$ cat src/rtl/i2s_pkg.sv
// Shared types for the I2S transmitter: FSM state encoding and the stereo
// frame word ({left, right}, left in the MSBs) at the default sample width.
package i2s_pkg;

  localparam int I2S_DWIDTH = 16;

  typedef enum logic [1:0] {
    IDLE = 2'd0,
    SYNC = 2'd1,
    RUN  = 2'd2
  } state_t;

  typedef logic [2*I2S_DWIDTH-1:0] frame_t;

endpackage

$ cat src/rtl/i2s_clk_gen.sv
// Bit clock divider and bit position counter for the I2S transmitter.
// Produces a registered bclk plus bit-tick / frame-tick strobes.
module i2s_clk_gen
  import i2s_pkg::*;
#(
  parameter int SLOT_WIDTH = 32,
  parameter int BCLK_DIV   = 4,
  localparam int BIT_W     = $clog2(2*SLOT_WIDTH)
) (
  input  logic             clk_i,
  input  logic             rst_i,
  input  logic             run_i,
  output logic             bclk_o,
  output logic             bit_tick_o,
  output logic             frame_tick_o,
  output logic [BIT_W-1:0] next_bit_cnt_o
);

  localparam int DIV_W = (BCLK_DIV > 1) ? $clog2(BCLK_DIV) : 1;
  localparam logic [DIV_W-1:0] DIV_MAX  = DIV_W'(BCLK_DIV - 1);
  localparam logic [DIV_W-1:0] DIV_HALF = DIV_W'(BCLK_DIV / 2);
  localparam logic [BIT_W-1:0] BIT_MAX  = BIT_W'(2*SLOT_WIDTH - 1);

  logic [DIV_W-1:0] div_cnt_q, div_cnt_d;
  logic [BIT_W-1:0] bit_cnt_q, bit_cnt_d;
  logic             bclk_q, bclk_d;

  // bclk is registered from the next divider value so it falls on the same
  // edge that ends a bit tick, which is when lrck/sdata change.
  always_comb begin
    bit_tick_o   = run_i && (div_cnt_q == DIV_MAX);
    frame_tick_o = bit_tick_o && (bit_cnt_q == BIT_MAX);
    div_cnt_d    = '0;
    bit_cnt_d    = '0;
    if (run_i) begin
      div_cnt_d = bit_tick_o ? '0 : div_cnt_q + 1'b1;
      bit_cnt_d = bit_cnt_q;
      if (bit_tick_o) begin
        bit_cnt_d = frame_tick_o ? '0 : bit_cnt_q + 1'b1;
      end
    end
    bclk_d = (div_cnt_d >= DIV_HALF);
  end

  always_ff @(posedge clk_i or posedge rst_i) begin
    if (rst_i) begin
      div_cnt_q <= '0;
      bit_cnt_q <= '0;
      bclk_q    <= 1'b0;
    end else begin
      div_cnt_q <= div_cnt_d;
      bit_cnt_q <= bit_cnt_d;
      bclk_q    <= bclk_d;
    end
  end

  assign bclk_o         = bclk_q;
  assign next_bit_cnt_o = bit_cnt_d;

endmodule

$ cat src/rtl/i2s_tx.sv
// I2S (Philips) transmitter fed from a showahead FIFO, one {left,right} word per frame.
// Define I2S_TX_UNDERRUN_CNT_EN to add the saturating underrun_cnt_o counter.
module i2s_tx
  import i2s_pkg::*;
#(
  parameter int DWIDTH     = I2S_DWIDTH,
  parameter int SLOT_WIDTH = 32,
  parameter int BCLK_DIV   = 4
) (
  input  logic                clk_i,
  input  logic                rst_i,
  input  logic                enable_i,
  input  logic [2*DWIDTH-1:0] fifo_data_i,
  input  logic                fifo_empty_i,
  output logic                fifo_rd_req_o,
  output logic                bclk_o,
  output logic                lrck_o,
  output logic                sdata_o
`ifdef I2S_TX_UNDERRUN_CNT_EN
  ,
  output logic [15:0]         underrun_cnt_o
`endif
);

  localparam int FW    = 2*DWIDTH;
  localparam int IDX_W = $clog2(FW);
  localparam int BIT_W = $clog2(2*SLOT_WIDTH);

  state_t            state_q, state_d;
  logic [FW-1:0]     frame_q, frame_d;
  logic              lrck_q, lrck_d;
  logic              sdata_q, sdata_d;
  logic              stop_q, stop_d;
  logic              stopping;
  logic              bit_tick, frame_tick;
  logic [BIT_W-1:0]  next_bit_cnt;
  logic [IDX_W-1:0]  bit_idx;
  logic              slot_bit;
  int                pos;

  i2s_clk_gen #(
    .SLOT_WIDTH (SLOT_WIDTH),
    .BCLK_DIV   (BCLK_DIV)
  ) u_clk_gen (
    .clk_i          (clk_i),
    .rst_i          (rst_i),
    .run_i          (state_q != IDLE),
    .bclk_o         (bclk_o),
    .bit_tick_o     (bit_tick),
    .frame_tick_o   (frame_tick),
    .next_bit_cnt_o (next_bit_cnt)
  );

  // Outputs are computed for the bit position about to start, so the
  // one-bit Philips delay falls out of the position-to-bit mapping.
  always_comb begin
    state_d       = state_q;
    frame_d       = frame_q;
    lrck_d        = lrck_q;
    sdata_d       = sdata_q;
    stop_d        = stop_q;
    fifo_rd_req_o = 1'b0;
    stopping      = stop_q | ~enable_i;
    pos           = int'(next_bit_cnt);
    bit_idx       = '0;
    slot_bit      = 1'b0;

    if (pos >= 1 && pos <= DWIDTH) begin
      bit_idx  = IDX_W'(FW - pos);
      slot_bit = frame_q[bit_idx];
    end else if (pos >= SLOT_WIDTH + 1 && pos <= SLOT_WIDTH + DWIDTH) begin
      bit_idx  = IDX_W'(DWIDTH + SLOT_WIDTH - pos);
      slot_bit = frame_q[bit_idx];
    end

    case (state_q)
      IDLE: begin
        stop_d  = 1'b0;
        lrck_d  = 1'b0;
        sdata_d = 1'b0;
        frame_d = '0;
        if (enable_i) begin
          state_d = SYNC;
        end
      end
      SYNC, RUN: begin
        stop_d = stopping;
        if (bit_tick) begin
          lrck_d  = (pos >= SLOT_WIDTH);
          sdata_d = (state_q == RUN) ? slot_bit : 1'b0;
        end
        // A stop request is honoured only at a frame boundary.
        if (frame_tick) begin
          if (stopping) begin
            state_d = IDLE;
            stop_d  = 1'b0;
            lrck_d  = 1'b0;
            sdata_d = 1'b0;
            frame_d = '0;
          end else if (!fifo_empty_i) begin
            fifo_rd_req_o = 1'b1;
            frame_d       = fifo_data_i;
            state_d       = RUN;
          end else if (state_q == RUN) begin
            frame_d = '0;
          end
        end
      end
      default: state_d = IDLE;
    endcase
  end

  always_ff @(posedge clk_i or posedge rst_i) begin
    if (rst_i) begin
      state_q <= IDLE;
      frame_q <= '0;
      lrck_q  <= 1'b0;
      sdata_q <= 1'b0;
      stop_q  <= 1'b0;
    end else begin
      state_q <= state_d;
      frame_q <= frame_d;
      lrck_q  <= lrck_d;
      sdata_q <= sdata_d;
      stop_q  <= stop_d;
    end
  end

  assign lrck_o  = lrck_q;
  assign sdata_o = sdata_q;

`ifdef I2S_TX_UNDERRUN_CNT_EN
  logic [15:0] underrun_cnt_q, underrun_cnt_d;

  always_comb begin
    underrun_cnt_d = underrun_cnt_q;
    if (state_q == RUN && frame_tick && fifo_empty_i && underrun_cnt_q != 16'hFFFF) begin
      underrun_cnt_d = underrun_cnt_q + 16'd1;
    end
  end

  always_ff @(posedge clk_i or posedge rst_i) begin
    if (rst_i) begin
      underrun_cnt_q <= 16'd0;
    end else begin
      underrun_cnt_q <= underrun_cnt_d;
    end
  end

  assign underrun_cnt_o = underrun_cnt_q;
`endif

endmodule

$ cat config.mk
export PLATFORM = sky130hd
export DESIGN_NAME = i2s_tx
export DESIGN_NICKNAME = d
export VERILOG_FILES = /design/src/rtl/i2s_pkg.sv /design/src/rtl/i2s_clk_gen.sv /design/src/rtl/i2s_tx.sv
export SDC_FILE = /design/constraint.sdc
export NUM_CORES = 1
export LEC_CHECK = 0
export ABC_AREA = 1
export BUFFER_PORTS_ARGS = -buffer_cell sky130_fd_sc_hd__clkbuf_2
export CORE_MARGIN = 10
export CORE_UTILIZATION = 40
export CTS_CLUSTER_DIAMETER = 120
export DETAILED_ROUTE_END_ITERATION = 8
export HOLD_SLACK_MARGIN = 0.02
export SYNTH_ARGS = -nofsm -noshare
export SYNTH_HDL_FRONTEND = slang
export SYNTH_SLANG_ARGS = --single-unit
$ cat constraint.sdc
create_clock -name clk_i -period 3.4 [get_ports clk_i]
set_input_delay 0.17 -clock clk_i [delete_from_list [all_inputs] [get_ports clk_i]]
set_output_delay 0.17 -clock clk_i [all_outputs]
set_load 0.01 [all_outputs]
# Yosys cells after proc, flatten, opt, wreduce, memory -nomap -nowiden
# Cells that the tools add are included.
# op_classes
n_addsub	4
n_lt_le_gt_ge	8
eq_ne	8
mux	36
bitwise	2
reduce_logical	10
# op_table
operator	count
32-bit two-way mux	4
32-bit case mux with 2 select lines	1
6-bit two-way mux	3
1-bit two-way mux	16
6-bit greater-or-equal comparator, second input constant	2
5-bit by 6-bit < comparator with 1-bit output, second input constant	2
2-bit two-way mux	6
1-bit binary-select mux with 5-bit select	2
6-bit by 1-bit adder with 6-bit output, second input constant	1
6-bit equality test, second input constant	1
6-bit by 1-bit greater-or-equal comparator with 1-bit output, second input constant	1
6-bit by 5-bit <= comparator with 1-bit output, second input constant	1
6-bit <= comparator, second input constant	1
1-bit case mux with 2 select lines	3
3-bit AND reduction	2
1-bit by 5-bit subtractor with 5-bit output, first input constant	1
5-bit subtractor, first input constant	1
2-bit equality test, second input constant	2
1-bit logical AND	4
2-bit != test, second input constant	2
4-bit != test, second input constant	1
2-bit case mux with 2 select lines	1
2-bit nonzero test	2
3-bit != test, second input constant	1
7 further kinds	7
# totals
register_bits	46
input_bits	36
output_inout_bits	4

# Depth between registers and ports, before layout
# depth
word_depth	16
mapped_depth	23
mapped_depth_nobuf	21

# Hierarchy
# A second synthesis with hierarchy kept.
# unflattened
hier_cells	336
area_unflattened_um2	2738.9
# by_module_without_submodules
module	instances	cells_per_inst	area_each_um2	seq_area_each_um2
i2s_tx	1	283	2285.9	925.9
i2s_clk_gen	1	53	452.9	225.2

# Worst setup path after synthesis
# OpenSTA, ideal clock, no wires.
# synth_timing
path_type	register to register
start	reg, netlist name u_clk_gen.bclk_o
end	reg sdata_q (netlist: sdata_o)
arrival_ns	2.625
setup_slack_ns	0.659
stages_incl_launch_ff	22
period_less_slack_ns	2.741
cell_sequence	dfrtp_1 ha_1 buf_4 o21ai_0 nor2_4 nand2_4 buf_4 inv_1 ha_1 clkbuf_1 inv_1 nand3_1 nand2_1 nand2_1 nand2_1 nand2_1 nand3_1 nand2_1 nand2_1 nand2_1 nand2_1 nand2_1
# synth_lines
element	line_no	rtl
to (signal assigned)	i2s_tx.sv:124	sdata_q <= sdata_d;
to (decl)	i2s_tx.sv:32	logic sdata_q, sdata_d;

# Final worst setup path
# layout_timing
start	reg state_q[0]
end	reg sdata_q (netlist: sdata_o)
# layout_via
elab_chain_len	16
elab_cells_between_ends	30
classes_between	add/sub: 2; order compare: 4; eq/ne: 2; mux: 14; reduce/logical: 8
# layout_lines
element	line_no	rtl
from (decl)	i2s_tx.sv:29	state_t state_q, state_d;
from (signal assigned)	i2s_tx.sv:121	state_q <= state_d;
2-bit nonzero test *	i2s_tx.sv:47	.run_i (state_q != IDLE),
1-bit logical AND	i2s_clk_gen.sv:31	bit_tick_o = run_i && (div_cnt_q == DIV_MAX);
1-bit logical AND	i2s_clk_gen.sv:32	frame_tick_o = bit_tick_o && (bit_cnt_q == BIT_MAX);
6-bit two-way mux	i2s_clk_gen.sv:39	bit_cnt_d = frame_tick_o ? '0 : bit_cnt_q + 1'b1;
6-bit two-way mux	i2s_clk_gen.sv:38	if (bit_tick_o) begin
6-bit two-way mux *	i2s_clk_gen.sv:35	if (run_i) begin
net next_bit_cnt[0]	i2s_tx.sv:36	logic [BIT_W-1:0] next_bit_cnt;
5-bit subtractor	i2s_tx.sv:72	bit_idx = IDX_W'(DWIDTH + SLOT_WIDTH - pos);
1-bit binary-select mux with 5-bit select	i2s_tx.sv:73	slot_bit = frame_q[bit_idx];
1-bit two-way mux (implied by the code)	i2s_tx.sv:73	
1-bit two-way mux	i2s_tx.sv:71	end else if (pos >= SLOT_WIDTH + 1 && pos <= SLOT_WIDTH + DWIDTH) begin
1-bit two-way mux *	i2s_tx.sv:68	if (pos >= 1 && pos <= DWIDTH) begin
1-bit two-way mux *	i2s_tx.sv:90	sdata_d = (state_q == RUN) ? slot_bit : 1'b0;
1-bit two-way mux *	i2s_tx.sv:88	if (bit_tick) begin
1-bit two-way mux	i2s_tx.sv:94	if (stopping) begin
1-bit two-way mux *	i2s_tx.sv:93	if (frame_tick) begin
1-bit case mux with 2 select lines *	i2s_tx.sv:76	case (state_q)
# The timed path passes the listed nets; every way through them passes the cells marked *. The select of a mux whose other input is x is not followed.
# A chain may end at the register's enable or synchronous reset.

==> results by group <==
Outcome
  – Status: finished, final reports clean

Power
  – Pleak: 1.418 nW
  – Pint: 1.280 mW
  – Pwr Density: 755.6 mW/mm^2
  – Peak VDD IR: 369.3 uV
  – Sw power: 0.9696 mW
  – Combinational Power Share: 0.458
  – Reg power frac: 0.353
  – Sw frac: 0.4309
  – Clock power share: 0.189

Detailed routing
  – Detailed Route WL: 5842 um
  – Remaining antenna violation count: 0
  – Vias per inst: 5.002
  – Drt drc: 0
  – Vias: 2261
  – DR iter-0 viols: 102
  – Router iterations before antenna repair: 4
  – Wire per inst: 12.92 um

Flow run
  – Max-cap violations: 0

Yosys
  – Syn avg cell area: 7.760 um^2
  – Area contributors post-synth: dfrtp_1 (43%), nand3_1 (16%), inv_1 (8.2%), nand2_1 (7.0%), o21ai_0 (5.4%)
  – Sequential share of the synthesized area: 0.4306
  – Yosys top cell area share: 0.4306
  – Asr flop ratio synth: 1.000
  – Ys flop type: dfrtp_1
  – Post-synthesis instance total: 337
  – Cell with the most instances after synthesis: nand3_1
  – Number of synthesized flops with an enable pin: 0
  – Cell taking the most area after synthesis: dfrtp_1
  – Top cells by count, synth: nand3_1 (85), inv_1 (57), nand2_1 (49)
  – Seq cells post-synth: 45
  – Mapped Area: 0.002615 mm^2
  – Ys Warns: 0
  – Net Count, Synth: 382
  – Distinct cells, synth: 31

Clocking
  – CTS Buf Count: 5
  – Root buffer cell: clkbuf_8
  – TritonCTS clock tree: built
  – Postcts setup bufs: 0
  – Clock latency on the worst-skew pair: 300 ps
  – H-tree Lvls: 2
  – Clk sinks: 45
  – Clk slew on worst S/H paths: 90 ps
  – CTS Buffer Depth: 2

Global routing
  – Initial antenna violation count: 0
  – Grt total ovfl: 0
  – Largest net degree at the start of global routing: 65
  – Total track usage: 0.1253
  – First-pass GRT wire length: 10700 um
  – Number of global-route vias before repair: 2322

Setup path
  – RR Endpoint: sdata_o$_DFFE_PP0N_
  – Setup CP Type: reg -> reg
  – WP data required: 3600 ps
  – Worst Setup End Kind: flop
  – Crit-path max FO: 19
  – CP Data Arrival Time: 3070 ps
  – Reg2reg start: state_q[0]$_DFFE_PP0P_
  – R2R depth: 21
  – Crit start category: flop
  – Worst Setup EP: sdata_o$_DFFE_PP0N_
  – Reg2reg setup slack: 530 ps
  – Critical path launch point: state_q[0]$_DFFE_PP0P_

Place
  – DP Area: 0.002848 mm^2
  – Final HPWL DP: 4269 um
  – Gpl congestion: 0.8298
  – IO Port Bufs: 39

STA
  – Crit share post-route: 0.8443
  – Fmax: 348.4 MHz
  – Clock Skew: 5.189 ps
  – Slew HR: 0.6129
  – Final Max Slew Viols: 0
  – Final setup violation count: 0
  – RSZ-0062 raised after global routing: no
  – Total negative setup slack: 0 ps
  – Min cycle time layout: 2870 ps
  – Final Hold Vio Count: 0
  – Worst Max-Slew Pin Slew: 580.7 ps

Floorplan
  – I/O pins: 40
  – Die area: 0.01017 mm^2
  – Die height: 100.9 um
  – Total core area: 0.006350 mm^2
  – Die width: 100.9 um
  – Std cell rows: 29
  – Initial Utilization: 0.4118

Cells and area
  – Area growth from synthesis to layout: 13.88%
  – Post-route cell area: 0.002978 mm^2
  – Share of cells above drive strength 1: 0.1707
  – Layout fillers: 655
  – # diodes: 0
  – Layout Nets: 419

Worst hold path
  – HP Class: in -> reg
## cells in the final DEF (no fill, tap or decap), types with 3 or more instances in the layout
cell       n
dfrtp_1   45
nand4_1    3
o21ai_1   10
clkbuf_2  39
buf_4      5
ha_1       9
nor2_1    12
nand2_1   49
inv_1     56
nand3_1   85
o21ai_0   28
clkbuf_8   6
## sequential cells by signal, summed over array words and instances, names as in the netlist
name	cells
u_clk_gen.bit_cnt_q	6
state_q	2
frame_q	32
lrck_o	1
u_clk_gen.bclk_o	1
stop_q	1
u_clk_gen.div_cnt_q	1
sdata_o	1
## how the worst min path moves through the flow
stage / startpoint / end / slack (ps) / depth (start not counted)
after detailed placement: rst_i / u_clk_gen.bit_cnt_q[5]$_DFF_PP0_ / 330 / 3
after CTS: fifo_data_i[23] / frame_q[23]$_DFFE_PP0P_ / 90 / 3
final: fifo_data_i[23] / frame_q[23]$_DFFE_PP0P_ / 100 / 3
after global placement: rst_i / frame_q[1]$_DFFE_PP0P_ / 330 / 3
after global routing: fifo_data_i[11] / frame_q[11]$_DFFE_PP0P_ / 100 / 3
after floorplan: fifo_data_i[10] / frame_q[10]$_DFFE_PP0P_ / 320 / 2
## critical path, cell delays in order, from the launching register on
cell,delay [ps]
dfrtp_1,380
inv_1,100
ha_1,270
inv_4,120
nand2_4,80
nor2_1,180
nor2_4,60
nand2_4,170
inv_1,90
ha_1,390
inv_1,240
nand3_1,110
nand2_1,80
nand2_1,40
nand2_1,80
nand2_1,50
nand3_1,80
nand2_1,50
nand2_1,50
nand2_1,40
nand2_1,60
nand2_1,40
## logic make-up after synthesis
kind of cell / Yosys count / share of synthesized area
and+or+nand+nor: 160 / 0.2904
AOI/OAI and AO/OA: 46 / 0.1014
xor gates and xnor gates: 3 / 0.01005
DFF: 45 / 0.4306
buffers and inverters: 74 / 0.1244
adders and majority gates: 9 / 0.04306
## layer usage
| metal | track usage | up-vias | routed length, um |
|---|---|---|---|
| met5 | 0 | - | 0 |
| met1 | 0.1682 | 1037 | 2892 |
| met3 | 0.03086 | 4 | 253 |
| met4 | 0.03043 | 0 | 55 |
| met2 | 0.1966 | 44 | 2641 |
| li1 | - | 1176 | - |
## metrics by stage
step                      utilization  setup slack [ps]  std cells  power, mW  hold slack (ps)
final                          0.4690             529.5        452      2.250            96.57
after global routing           0.4690             90.92        452      2.491            99.86
after CTS                      0.4690             510.3        452      2.285            85.30
after detailed placement       0.4485             515.2        443      1.843            333.4
after global placement         0.4485             626.1        443      1.826            334.0
after floorplan                     -             658.8        337      1.666            316.9
## power groups by stage
stage | Clock [mW] | Combinational (mW) | Sequential [mW]
3_5_place_dp | 0 | 1.04 | 0.805
6_report | 0.426 | 1.03 | 0.794
3_3_place_gp | 0 | 1.02 | 0.806
2_1_floorplan | 0 | 0.890 | 0.776
4_1_cts | 0.443 | 1.05 | 0.796
5_1_grt | 0.463 | 1.21 | 0.815
## final cells by class
type                            count  area (um^2)  area share
Tap cell                           77        96.34     0.03235
Clock buffer                        6        82.58     0.02773
Sequential cell                    45         1126      0.3782
Multi-Input combinational cell    218         1169      0.3924
Inverter                           59        224.0     0.07521
Clock inverter                      2        37.54     0.01261
Timing Repair Buffer               45        242.7     0.08151
## repair_timing
action	4_1_cts	5_1_grt
endpoints found under the hold margin	45	0
resized for setup	0	0
hold buffers	1	0
Note: power is estimated with default switching activity, not from simulation.
